--- src/rtl/spi_pkg.sv ---
// Shared constants and state type for the oversampled SPI mode-0 slave.
package spi_pkg;

  localparam bit SPI_CPOL    = 1'b0;
  localparam bit SPI_CPHA    = 1'b0;
  localparam int SYNC_STAGES = 2;

  typedef enum logic [0:0] {
    SPI_IDLE   = 1'b0,
    SPI_ACTIVE = 1'b1
  } spi_state_e;

endpackage

--- src/rtl/spi_edge_sync.sv ---
// Two-flop synchronizer for an asynchronous pin, with single-cycle rise/fall
// pulses derived from the synchronized level and a one-cycle delayed copy.
module spi_edge_sync
  import spi_pkg::*;
(
  input  logic clk,
  input  logic rst,
  input  logic din,
  output logic rise,
  output logic fall
);

  logic [SYNC_STAGES-1:0] pipe;
  logic                   dly;

  // Resetting to 0 means a pin held low through reset never produces an edge.
  always_ff @(posedge clk) begin
    if (rst) begin
      pipe <= '0;
      dly  <= 1'b0;
    end else begin
      pipe <= {pipe[SYNC_STAGES-2:0], din};
      dly  <= pipe[SYNC_STAGES-1];
    end
  end

  assign rise = pipe[SYNC_STAGES-1] & ~dly;
  assign fall = ~pipe[SYNC_STAGES-1] & dly;

endmodule

--- src/rtl/spi_slave_sync.sv ---
// SPI mode-0 slave, MSB first, running entirely in the system clock domain;
// one-word holding register on transmit, single-cycle strobe on receive.
module spi_slave_sync
  import spi_pkg::*;
#(
  parameter int size = 8
) (
  input  logic            clk,
  input  logic            rst,
  input  logic            ss,
  input  logic            sck,
  input  logic            mosi,
  output logic            miso,
  input  logic [size-1:0] tx_data,
  input  logic            tx_valid,
  output logic            tx_ready,
  output logic [size-1:0] rx_data,
  output logic            rx_valid,
  output logic            busy,
  output logic            underrun,
  output logic            abort
);

  localparam int            CW   = $clog2(size);
  localparam logic [CW-1:0] LAST = CW'(size - 1);
  localparam logic [CW-1:0] ONE  = CW'(1);

  logic                   ss_rise, ss_fall, sck_rise, sck_fall;
  logic [SYNC_STAGES-1:0] mosi_pipe;
  logic                   mosi_s;
  spi_state_e             state;
  logic [size-1:0]        holding, tx_shift, rx_shift, load_word;
  logic [CW-1:0]          bit_cnt;
  logic                   start_frame, end_frame, do_rise, do_fall, word_done, load_now;

  spi_edge_sync u_ss_sync (
    .clk  (clk),
    .rst  (rst),
    .din  (ss),
    .rise (ss_rise),
    .fall (ss_fall)
  );

  spi_edge_sync u_sck_sync (
    .clk  (clk),
    .rst  (rst),
    .din  (sck),
    .rise (sck_rise),
    .fall (sck_fall)
  );

  always_ff @(posedge clk) begin
    if (rst) begin
      mosi_pipe <= '0;
    end else begin
      mosi_pipe <= {mosi_pipe[SYNC_STAGES-2:0], mosi};
    end
  end

  assign mosi_s = mosi_pipe[SYNC_STAGES-1];

  // An ss rise in the same cycle as an sck edge suppresses the edge.
  always_comb begin
    start_frame = 1'b0;
    end_frame   = 1'b0;
    do_rise     = 1'b0;
    do_fall     = 1'b0;
    case (state)
      SPI_IDLE: begin
        start_frame = ss_fall;
      end
      SPI_ACTIVE: begin
        end_frame = ss_rise;
        do_rise   = sck_rise & ~ss_rise;
        do_fall   = sck_fall & ~ss_rise;
      end
      default: begin
        start_frame = 1'b0;
      end
    endcase
    word_done = do_rise && (bit_cnt == LAST);
    load_now  = start_frame | word_done;
    if (tx_ready) begin
      load_word = '0;
    end else begin
      load_word = holding;
    end
  end

  always_ff @(posedge clk) begin
    if (rst) begin
      state    <= SPI_IDLE;
      busy     <= 1'b0;
      bit_cnt  <= '0;
      miso     <= 1'b0;
      tx_shift <= '0;
      rx_shift <= '0;
      rx_data  <= '0;
      rx_valid <= 1'b0;
      underrun <= 1'b0;
      abort    <= 1'b0;
      holding  <= '0;
      tx_ready <= 1'b1;
    end else begin
      rx_valid <= 1'b0;
      underrun <= 1'b0;
      abort    <= 1'b0;

      if (start_frame) begin
        state   <= SPI_ACTIVE;
        busy    <= 1'b1;
        bit_cnt <= '0;
      end else if (end_frame) begin
        state   <= SPI_IDLE;
        busy    <= 1'b0;
        bit_cnt <= '0;
        miso    <= 1'b0;
        abort   <= (bit_cnt != '0);
      end else if (do_rise) begin
        rx_shift <= {rx_shift[size-2:0], mosi_s};
        if (word_done) begin
          rx_data  <= {rx_shift[size-2:0], mosi_s};
          rx_valid <= 1'b1;
          bit_cnt  <= '0;
        end else begin
          bit_cnt <= bit_cnt + ONE;
        end
      end else if (do_fall && (bit_cnt != '0)) begin
        // The fall straight after a word boundary keeps the freshly loaded MSB.
        tx_shift <= {tx_shift[size-2:0], 1'b0};
        miso     <= tx_shift[size-2];
      end

      if (load_now) begin
        tx_shift <= load_word;
        miso     <= load_word[size-1];
        underrun <= tx_ready;
        tx_ready <= 1'b1;
      end

      // A handshake coinciding with a load only fills holding; it is placed
      // last so it overrides the load's tx_ready update.
      if (tx_valid && tx_ready) begin
        holding  <= tx_data;
        tx_ready <= 1'b0;
      end
    end
  end

endmodule

--- config.mk ---
export PLATFORM = sky130hd
export DESIGN_NAME = spi_slave_sync
export DESIGN_NICKNAME = d
export VERILOG_FILES = /design/src/rtl/spi_pkg.sv /design/src/rtl/spi_edge_sync.sv /design/src/rtl/spi_slave_sync.sv
export SDC_FILE = /design/constraint.sdc
export NUM_CORES = 1
export LEC_CHECK = 0
export BUFFER_PORTS_ARGS = -buffer_cell sky130_fd_sc_hd__buf_2
export CAP_MARGIN = 20
export CORE_UTILIZATION = 45
export DETAILED_ROUTE_END_ITERATION = 10
export PLACE_DENSITY = 0.76
export SLEW_MARGIN = 20
export SYNTH_ARGS = -nofsm -noshare
export SYNTH_HDL_FRONTEND = slang
export SYNTH_SLANG_ARGS = --single-unit
--- constraint.sdc ---
create_clock -name clk -period 2.2 [get_ports clk]
set_input_delay 0.33 -clock clk [delete_from_list [all_inputs] [get_ports clk]]
set_output_delay 0.33 -clock clk [all_outputs]
set_load 0.02 [all_outputs]
-- Word-level counts from Yosys, hierarchy flattened
Cells that the tools add are included.
- output and inout port bits: 14
- logic and storage cells: 75
- input port bits: 14
- bits in registers: 47
- mux-type cells: 21
- bitwise gates (word level): 16
- add/subtract/negate cells: 1
- reduce and logical (&&, ||, !) cells: 16
- equality and inequality tests: 5
- operators by type and width (cell ; count):
    $mux 7 ; 5
    $mux 1 ; 14
    $not 1->1 ; 9
    $mux 8 ; 1
    $reduce_and 4->1 ; 2
    $and 1x1->1 ; 6
    $ne 2x1->1 const B ; 3
    $reduce_and 3->1 ; 2
    $reduce_bool 2->1 ; 3
    $reduce_bool 3->1 ; 2
    $reduce_or 3->1 ; 2
    $reduce_or 4->1 ; 1
    $add 3x1->3 const B ; 1
    $eq 3x3->1 const B ; 1
    $logic_and 1x1->1 ; 3
    $mux 3 ; 1
    $ne 3x2->1 const B ; 1
    $reduce_or 2->1 ; 1
    $or 1x1->1 ; 1

-- Depth between registers and ports, before layout
Gate-level depths: netlist of run 1.
- depth after elaboration: 11
- depth in mapped cells: 7
- gate-level depth less buffers: 6

-- Hierarchy
Synthesis of run 1 repeated with hierarchy kept, for this count alone.
- cells, all modules: 190
- area total of the unflattened synthesis: 1774.2 µm²
- modules (own cells, without submodules) (module ; instances ; cells each ; area an instance (µm²) ; sequential area each (µm²)):
    spi_slave_sync ; 1 ; 174 ; 1591.5 ; 820.8
    spi_edge_sync ; 2 ; 8 ; 91.3 ; 60.1

-- Least setup slack after synthesis of run 1
OpenSTA, ideal clock, no wires.
- kind: register -> register
- start: register bit_cnt[0]
- end: register tx_shift[3]
- stages on the path, launching flop included: 8
- clock period less this slack: 1633 ps
- buffers on the path: 1
- required time: 2113 ps
- arrival time: 1546 ps
- library setup time: 87 ps
- slack: 567 ps
- path through: dfxtp_1 > ha_1 > ha_1 > and3b_1 > a31oi_4 > buf_6 > a21oi_1 > nor4b_2
- longest elaborated chain between the ends: 5
- elaborated cells between the ends (all ways): 11
- classes of those cells: 4 x eq/ne; 1 x mux; 1 x bitwise; 5 x reduce/logical
- ends and longest elaborated chain (element ; RTL line ; source):
    from (decl) ; spi_slave_sync.sv:33 ; logic [CW-1:0] bit_cnt;
    from (signal assigned) ; spi_slave_sync.sv:126 ; bit_cnt <= bit_cnt + ONE;
    $eq 3x3->1 ; spi_slave_sync.sv:81 ; word_done = do_rise && (bit_cnt == LAST);
    $logic_and 1x1->1 ; spi_slave_sync.sv:81 ;
    $or 1x1->1 ; spi_slave_sync.sv:82 ; load_now = start_frame | word_done;
    $ne 2x1->1 (no source line) / $reduce_bool 2->1 (equally long branches) ; - ;
    $reduce_and 4->1 (no source line) ; - ;
    to (signal assigned) ; spi_slave_sync.sv:130 ; tx_shift <= {tx_shift[size-2:0], 1'b0};
    to (signal assigned) ; spi_slave_sync.sv:135 ; tx_shift <= load_word;
    to (decl) ; spi_slave_sync.sv:32 ; logic [size-1:0] holding, tx_shift, rx_shift, load_word;
Several ways; a longest one is shown, not always the timed one.
A chain may end at the register's enable or synchronous reset.

-- Worst setup path after layout of run 1
- start: register bit_cnt[0]
- end: register tx_shift[1]
The elaborated chain is that of the path after synthesis.

==> results of run 1 <==
## cell usage after synthesis (2+ instances only)
cell,number,share of area
nand3_1,10,0.027
a211o_1,4,0.019
buf_6,2,0.012
nor3_1,2,0.0054
mux2i_1,17,0.091
buf_1,2,0.0040
nor2_1,20,0.040
nand3b_1,2,0.0081
or3b_1,2,0.0094
dfxtp_1,47,0.51
and4b_1,4,0.022
nor4b_2,2,0.016
clkbuf_1,3,0.0060
a21oi_1,17,0.046
buf_2,4,0.011
nor2b_1,11,0.037
nand2_1,12,0.024
inv_1,4,0.0081
ha_1,3,0.020
nor3b_1,3,0.012
## placed cells by master, fill, tap and decap left out, drive strengths merged, types with 5 or more instances in the layout
cell / netlist / layout
inv: 5 / 5
nand3: 10 / 10
nand2: 12 / 12
dfxtp: 47 / 47
clkbuf: 3 / 7
buf: 9 / 30
nor2b: 11 / 11
nor2: 20 / 20
mux2i: 17 / 17
a21oi: 17 / 17
## worst max path at each step
stage / from / end / slack, ns / depth (start not counted)
6_report: bit_cnt[0] / tx_shift[1] / 0.26 / 6
5_1_grt: bit_cnt[0] / tx_shift[1] / 0.12 / 6
4_1_cts: bit_cnt[0] / tx_shift[1] / 0.26 / 6
3_5_place_dp: bit_cnt[0] / tx_shift[4] / 0.30 / 6
3_3_place_gp: bit_cnt[0] / tx_shift[1] / 0.33 / 6
2_1_floorplan: bit_cnt[0] / tx_shift[3] / 0.57 / 7
## per-layer routing
metal	wire, µm	GRT usage	vias up	share of wire
met5	0	0	-	0
met2	1510	0.274	20	0.49
li1	-	-	687	-
met3	110	0.0603	6	0.036
met1	1410	0.177	627	0.46
met4	46	0.0665	0	0.015
## through the flow
stage | cells | power, mW | hold WS [ns] | util
floorplan | 186 | 0.962 | 0.410 | -
finish | 262 | 1.52 | 0.243 | 0.529
CTS | 262 | 1.54 | 0.236 | 0.529
global placement | 254 | 0.985 | 0.418 | 0.503
global route | 262 | 1.59 | 0.240 | 0.529
detailed placement | 254 | 0.987 | 0.423 | 0.503
## logic make-up (layout without fill, tap and decap cells)
family | after synthesis | count (layout)
buffers and inverters | 17 | 43
AO/OA/AOI/OAI | 26 | 26
adder cells (fa/ha/maj) | 3 | 3
multiplexers | 17 | 17
AND/OR/NAND/NOR | 76 | 76
flip-flops | 47 | 47
## final cells by class
type	count	area, µm²
Fill cell	369	1880
Sequential cell	47	941
Multi-Input combinational cell	122	833
Timing Repair Buffer	30	158
Clock buffer	7	96.3
Tap cell	50	62.6
Inverter	5	18.8
Clock inverter	1	7.51
## flip-flops by register name, summed over array words and instances, names as in the netlist
| name | flops |
|---|---|
| u_ss_sync.pipe | 2 |
| rx_valid | 1 |
| holding | 8 |
| mosi_pipe | 2 |
| rx_shift | 7 |
| tx_shift | 7 |
| u_ss_sync.dly | 1 |
| abort | 1 |
| bit_cnt | 3 |
| u_sck_sync.pipe | 2 |
| miso | 1 |
| rx_data | 8 |
| underrun | 1 |
| u_sck_sync.dly | 1 |
| state | 1 |
| tx_ready | 1 |
## power groups by stage
stage | registers (mW) | logic, mW | clock network (mW)
after floorplan | 0.902 | 0.0596 | 0
after global placement | 0.908 | 0.0775 | 0
after detailed placement | 0.908 | 0.0794 | 0
after CTS | 0.888 | 0.0798 | 0.573
after global routing | 0.891 | 0.0899 | 0.607
final | 0.888 | 0.0784 | 0.559
==> flow_summary.toml, run 1 <==
[power_and_ir_drop]
p_switching_mw = 0.336
ir_worst_vdd_uv = 539
leakagePower_nw = 1.03
seq_power_share = 0.582
switching_share = 0.220
pwr-share-clk = 0.366
power_density_nw_per_um2 = 720
p_comb_frac = 0.051
intPower_mw = 1.19

[global_route]
grt_pass1_wl_um = 5280
grt_max_degree = 33
grt_antenna_before_repair = 0
grt-ovfl-total = 0
grt_pass1_vias = 1232
grt_use_total = 0.160

[finish]
layout-drive-gt1-share = 0.217
area_delta_synth_final_pct = 13.7
final_cell_area_um2 = 2120
final_nets = 228
diodes = 0

[hold_path]
hp-class = "in -> reg"
hold_start = "sck"
holdPathStages = 2
hold_path_end = "u_sck_sync.pipe[0]"

[sta]
worst_slew_pin_slew_ns = 0.568
skew_ns = 0.00456
rsz0062_at_grt = "false"
setup-violations-final = 0
fin_tns_setup_ns = 0
slew_viol_final = 0
hold_viol = 0
fin_crit_sh = 0.884
min_period_ns = 1.94
timing.fmax_ghz = 0.514
setup_ws_ns = 0.255
relSlewSlack = 0.621

[clocking]
cts_hold_buf = 0
clk_pin_slew_worst_paths_ns = 0.08
clk_latency_ns = 0.29
cts_resized = 0
cts-buffers-inserted = 5
clockBufferDepth = 2
postCtsSetupBuffers = 0
htreeDepth = 2
cts_tree = "built"
cts_sinks = 47
clockRootBuffer = "clkbuf_8"

[synthesis]
postSynthCellCount = 186
synth.net_count = 203
ys_ff_latch = 47
synth-xor-area-share = 0
ys_warn_count = 0
yosysUniqueCellTypes = 35
async_flop_share = 0
yosys.area_share.simple = 0.241
synthMuxAreaShare = 0.0914
yosysSeqAreaShare = 0.505
synth_top_family_by_area = "simple AND/OR/NAND/NOR gates"
synth_compound_area_frac = 0.0948
ys.flop_type = "dfxtp_1"
synthesis.area_um2 = 1860
synth_adder_area_share = 0.0202
syn_avg_cell_area_um2 = 10.0
synth_edf_count = 0

[setup_path]
timing.rr.end = "tx_shift[1]"
r2r_start = "bit_cnt[0]"
max_stage_delay_ns = 0.41
startpoint_type = "register"
required_ns = 2.38
path_cells = "ha_1, ha_1, and3b_1, a31oi_4, nor3_1, a211o_1"
r2r_cells = 6
end_kind = "register"
crit_top_cell = "ha_1"
worst-path-buf-inv = 0
critPathArrivalTime_ns = 2.13
reg2reg_slack_ns = 0.26
cp_max_fo = 16
crit_path_top_delay_cell = "a31oi_4"
crit_type = "reg -> reg"
crit_family = "compound AO/OA/AOI/OAI gates"

[routing]
dr_total_vias = 1340
detail-route-antenna-nets = 0
first_iter_violations = 62
drc = 0
post_drt_wl_per_cell_um = 11.7
drt_wl_total_um = 3080
avgViaCountPerCell = 5.11
dr.pass1.iters = 3

[place]
port_buffers = 27
pre_cts_slack_ns = 0.295
dpl_cell_area_um2 = 2010
gp_congestion = 0.702
hpwl_um = 2100

[floorplan]
dieArea_um2 = 4400
ios = 28
core_um2 = 4000
die_h_um = 66.3
rows = 23
die_w_um = 66.3
start_util = 0.465

[run_status]
status = "finished clean"

[run]
drv_cap = 0
(Power assumes the default switching activity.)
==> run 2: changes to the inputs <==
- CORE_UTILIZATION: 45 -> 55
- CTS_CLUSTER_DIAMETER: default -> 50
- PLACE_DENSITY: 0.76 -> 0.88
==> run 2 against run 1 <==
Net effect:
- sequential power is essentially flat
- maximum frequency grew 0.69%
- setup slack gained 0.013 ns
- global-route usage grew 3.2 points
- non-clock buffer count grew 1
- critical endpoint unchanged
- highest routed layer unchanged
==> flow_summary.toml, run 2 (synthesis results as in run 1) <==
[floorplan]
die_w_um = 60.2
core_um2 = 3130
ios = 28
dieArea_um2 = 3620
die_h_um = 60.2
rows = 20
start_util = 0.595

[finish]
top_regs = "holding x8, rx_data x8"
final_common_cell = "dfxtp_1"
post-route-util = 0.664
multi_input_area_um2 = 833
register_area_um2 = 941
diodes = 0
area_delta_synth_final_pct = 11.6
layout_common_cells = "47 x dfxtp_1, 27 x buf_2, 20 x nor2_1"
final_nets = 229
stdcell_count = 257
layout-drive-gt1-share = 0.216
fillers = 259

[power_and_ir_drop]
pwr-share-clk = 0.304
p_switching_mw = 0.326
power_density_nw_per_um2 = 669
p_comb_frac = 0.057
seq_power_share = 0.639
intPower_mw = 1.06
ir_worst_vdd_uv = 446
switching_share = 0.234
leakagePower_nw = 1.02

[sta]
fin_crit_sh = 0.878
setup-violations-final = 0
timing.fmax_ghz = 0.518
hold_ws_ns = 0.172
rsz0062_at_grt = "false"
min_period_ns = 1.93
worst_slew_pin_slew_ns = 0.426
skew_ns = 0.00845
fin_tns_setup_ns = 0
relSlewSlack = 0.716
hold_viol = 0
slew_viol_final = 0

[setup_path]
required_ns = 2.46
crit_type = "reg -> reg"
startpoint_type = "register"
cp_max_fo = 16
critPathArrivalTime_ns = 2.19
end_kind = "register"
r2r_cells = 6

[routing]
drc = 0
dr_total_vias = 1327
post_drt_wl_per_cell_um = 11.7
avgViaCountPerCell = 5.16
drt_wl_total_um = 3010
detail-route-antenna-nets = 0
first_iter_violations = 53
dr.pass1.iters = 4

[clocking]
cts_sinks = 47
clk_pin_slew_worst_paths_ns = 0.12
cts_hold_buf = 0
clockRootBuffer = "clkbuf_4"
postCtsSetupBuffers = 0
clk_latency_ns = 0.36
cts_tree = "built"
cts-buffers-inserted = 5
htreeDepth = 2
clockBufferDepth = 2
cts_resized = 0

[global_route]
grt-ovfl-total = 0
grt_use_total = 0.192
grt_max_degree = 24
grt_pass1_wl_um = 5060
grt_pass1_vias = 1216
grt_antenna_before_repair = 0

[place]
hpwl_um = 2140
place_inst = 249
port_buffers = 27
gp_congestion = 0.765

[hold_path]
hp-class = "in -> reg"
holdPathStages = 2

[run]
drv_cap = 0

[run_status]
status = "finished clean"
==> run 2: area by class of cell <==
| cell class | count | share of cell area |
|---|---|---|
| sequential | 47 | 0.453 |
| multi-input combinational | 122 | 0.401 |
| timing repair buffer | 31 | 0.0795 |
| clock buffer | 7 | 0.0265 |
| tap | 44 | 0.0265 |
| inverter | 5 | 0.00904 |
| clock inverter | 1 | 0.00422 |
==> run 2: worst max-delay path, stage by stage (launching register included) <==
cell     delay [ns]
dfxtp_1        0.36
ha_1           0.21
ha_1           0.19
and3b_1        0.22
a31oi_4        0.40
nor3_1         0.14
a211o_1        0.31
==> run 2: path summary, 6_finish.rpt <==
check | start | to | slack, ns
min reg2reg | u_ss_sync.pipe[0] | u_ss_sync.pipe[1] | 0.46
max | bit_cnt[0] | tx_shift[1] | 0.27
min | sck | u_sck_sync.pipe[0] | 0.17
max reg2reg | bit_cnt[0] | tx_shift[1] | 0.27
==> run 2: layer usage <==
layer / vias up / track usage / part of all wire
met5: - / 0 / 0
met4: 0 / 0.113 / 0.032
met3: 10 / 0.0693 / 0.043
met2: 26 / 0.317 / 0.48
met1: 599 / 0.211 / 0.44
li1: 692 / - / -
==> run 2: through the flow <==
stage / setup slack, ns / cell area [µm²] / total power [mW]
after floorplan: 0.567 / 1860 / 0.962
after global placement: 0.345 / 2010 / 0.985
after detailed placement: 0.292 / 2010 / 0.987
after CTS: 0.276 / 2080 / 1.40
after global routing: 0.149 / 2080 / 1.45
final: 0.268 / 2080 / 1.39
==> run 2: power by group through the flow <==
stage	logic [mW]	clock network, mW	registers (mW)
floorplan	0.0596	0	0.902
global placement	0.0777	0	0.907
detailed placement	0.0795	0	0.908
CTS	0.0804	0.435	0.889
global route	0.0886	0.469	0.893
finish	0.0795	0.422	0.889
==> run 3: changes to the inputs <==
- SETUP_SLACK_MARGIN: default -> 0.5
==> run 3 against run 2 <==
Net effect:
- routed wire length increased by 6.8%
- clock skew increased by 0.0047 ns
- via count increased by 2.9%
- critical endpoint is now tx_shift[3]
- register-to-register slack improved by 0.21 ns
- critical path depth increased by 1
- worst hold slack improved by 0.0013 ns
- sequential share of layout area decreased by 2.2 points
- non-clock buffer count increased by 7
- sequential power about the same
- clock-buffer cell count unchanged
==> flow_summary.toml, run 3 (synthesis results as in run 1) <==
[floorplan]
start_util = 0.595
dieArea_um2 = 3620
die_w_um = 60.2
rows = 20
ios = 28
die_h_um = 60.2
core_um2 = 3130

[setup_path]
end_kind = "register"
cp_max_fo = 9
startpoint_type = "register"
crit_type = "reg -> reg"
critPathArrivalTime_ns = 2.00
required_ns = 2.47

[routing]
drt_wl_total_um = 3220
first_iter_violations = 45
detail-route-antenna-nets = 0
post_drt_wl_per_cell_um = 12.2
drc = 0
dr.pass1.iters = 4
avgViaCountPerCell = 5.17
dr_total_vias = 1366

[clocking]
cts_tree = "built"
cts_hold_buf = 0
clockRootBuffer = "clkbuf_4"
htreeDepth = 2
clk_pin_slew_worst_paths_ns = 0.12
clockBufferDepth = 2
cts-buffers-inserted = 5
clk_latency_ns = 0.36
cts_sinks = 47

[sta]
setup_ws_ns = 0.475
worst_slew_pin_slew_ns = 0.474
slew_viol_final = 0
hold_viol = 0
fin_tns_setup_ns = 0
timing.fmax_ghz = 0.580
rsz0062_at_grt = "true"
setup-violations-final = 0
fin_crit_sh = 0.784
min_period_ns = 1.72
relSlewSlack = 0.683
skew_ns = 0.0131

[finish]
layout-drive-gt1-share = 0.268
final_common_cell = "dfxtp_1"
final_cell_area_um2 = 2200
final_nets = 236
layout_common_cells = "45 x dfxtp_1, 27 x buf_2, 20 x nor2_1"
fillers = 240
top_regs = "holding x8, rx_data x8"
diodes = 0
area_delta_synth_final_pct = 18.0

[power_and_ir_drop]
power_density_nw_per_um2 = 634
leakagePower_nw = 1.05
ir_worst_vdd_uv = 438

[run_status]
status = "finished clean"

[global_route]
grt_pass1_wl_um = 5310
grt_antenna_before_repair = 0
grt_pass1_vias = 1275
grt_use_total = 0.204
grt_max_degree = 24
grt-ovfl-total = 0

[place]
pre_cts_slack_ns = 0.292
gp_congestion = 0.765
hpwl_um = 2140
port_buffers = 27
dpl_cell_area_um2 = 2010

[hold_path]
hp-class = "in -> reg"

[run]
drv_cap = 0
==> run 3: cell count changes in the layout (fill, tap and decap cells not counted), moves of 2 or more <==
cell,delta
buf_4,+5
dfxtp_1,-2
ha_1,-2
ha_4,+2
==> run 3: per-layer routing <==
| metal | routed length, µm | global-route usage | part of all wire |
|---|---|---|---|
| met1 | 1370 | 0.215 | 0.43 |
| met2 | 1620 | 0.353 | 0.50 |
| met3 | 121 | 0.0693 | 0.038 |
| met4 | 98 | 0.113 | 0.030 |
| met5 | 0 | 0 | 0 |
==> run 3: stage by stage <==
| stage | total power [mW] | utilization | std cells | hold WS [ns] |
|---|---|---|---|---|
| detailed placement | 0.987 | 0.644 | 249 | 0.429 |
| CTS | 1.41 | 0.693 | 260 | 0.159 |
| global placement | 0.985 | 0.644 | 249 | 0.419 |
| global route | 1.45 | 0.702 | 264 | 0.157 |
| finish | 1.39 | 0.702 | 264 | 0.174 |
| floorplan | 0.962 | - | 186 | 0.410 |
==> run 3: worst paths after layout <==
path	cells after the start	endpoint	start	slack, ns
setup / recovery	7	tx_shift[3]	bit_cnt[0]	0.48
hold / removal	2	u_sck_sync.pipe[0]	sck	0.17
setup reg to reg	7	tx_shift[3]	bit_cnt[0]	0.48
hold reg to reg	1	u_ss_sync.pipe[1]	u_ss_sync.pipe[0]	0.46
==> run 3: repair_timing <==
item	CTS	global route
gates cloned	0	0
pin swaps	3	4
buffers inserted	3	4
resized for setup	12	0
hold endpoints to repair	0	0
endpoints found under the setup margin	14	14
==> run 3: cell type report <==
class	instances	area, µm²	share of cell area
Multi-Input combinational cell	122	880	0.400
Timing Repair Buffer	38	234	0.106
Clock inverter	1	8.76	0.00399
Tap cell	44	55.1	0.0251
Inverter	5	18.8	0.00854
Sequential cell	47	946	0.431
Clock buffer	7	55.1	0.0251
==> run 3: worst max-delay path: stages (launching register included) <==
cell and delay, ns:
dfxtp_4 0.37, ha_4 0.16, ha_4 0.15, and3b_2 0.22, a31oi_4 0.29, buf_12 0.16
a21oi_1 0.05, nor4b_2 0.24
==> run 3: report_power, final <==
| group | internal [mW] | total (mW) | switching [mW] |
|---|---|---|---|
| clock network | 0.159 | 0.419 | 0.260 |
| registers | 0.870 | 0.888 | 0.0186 |
| logic | 0.0377 | 0.0852 | 0.0474 |
| total | 1.07 | 1.39 | 0.326 |
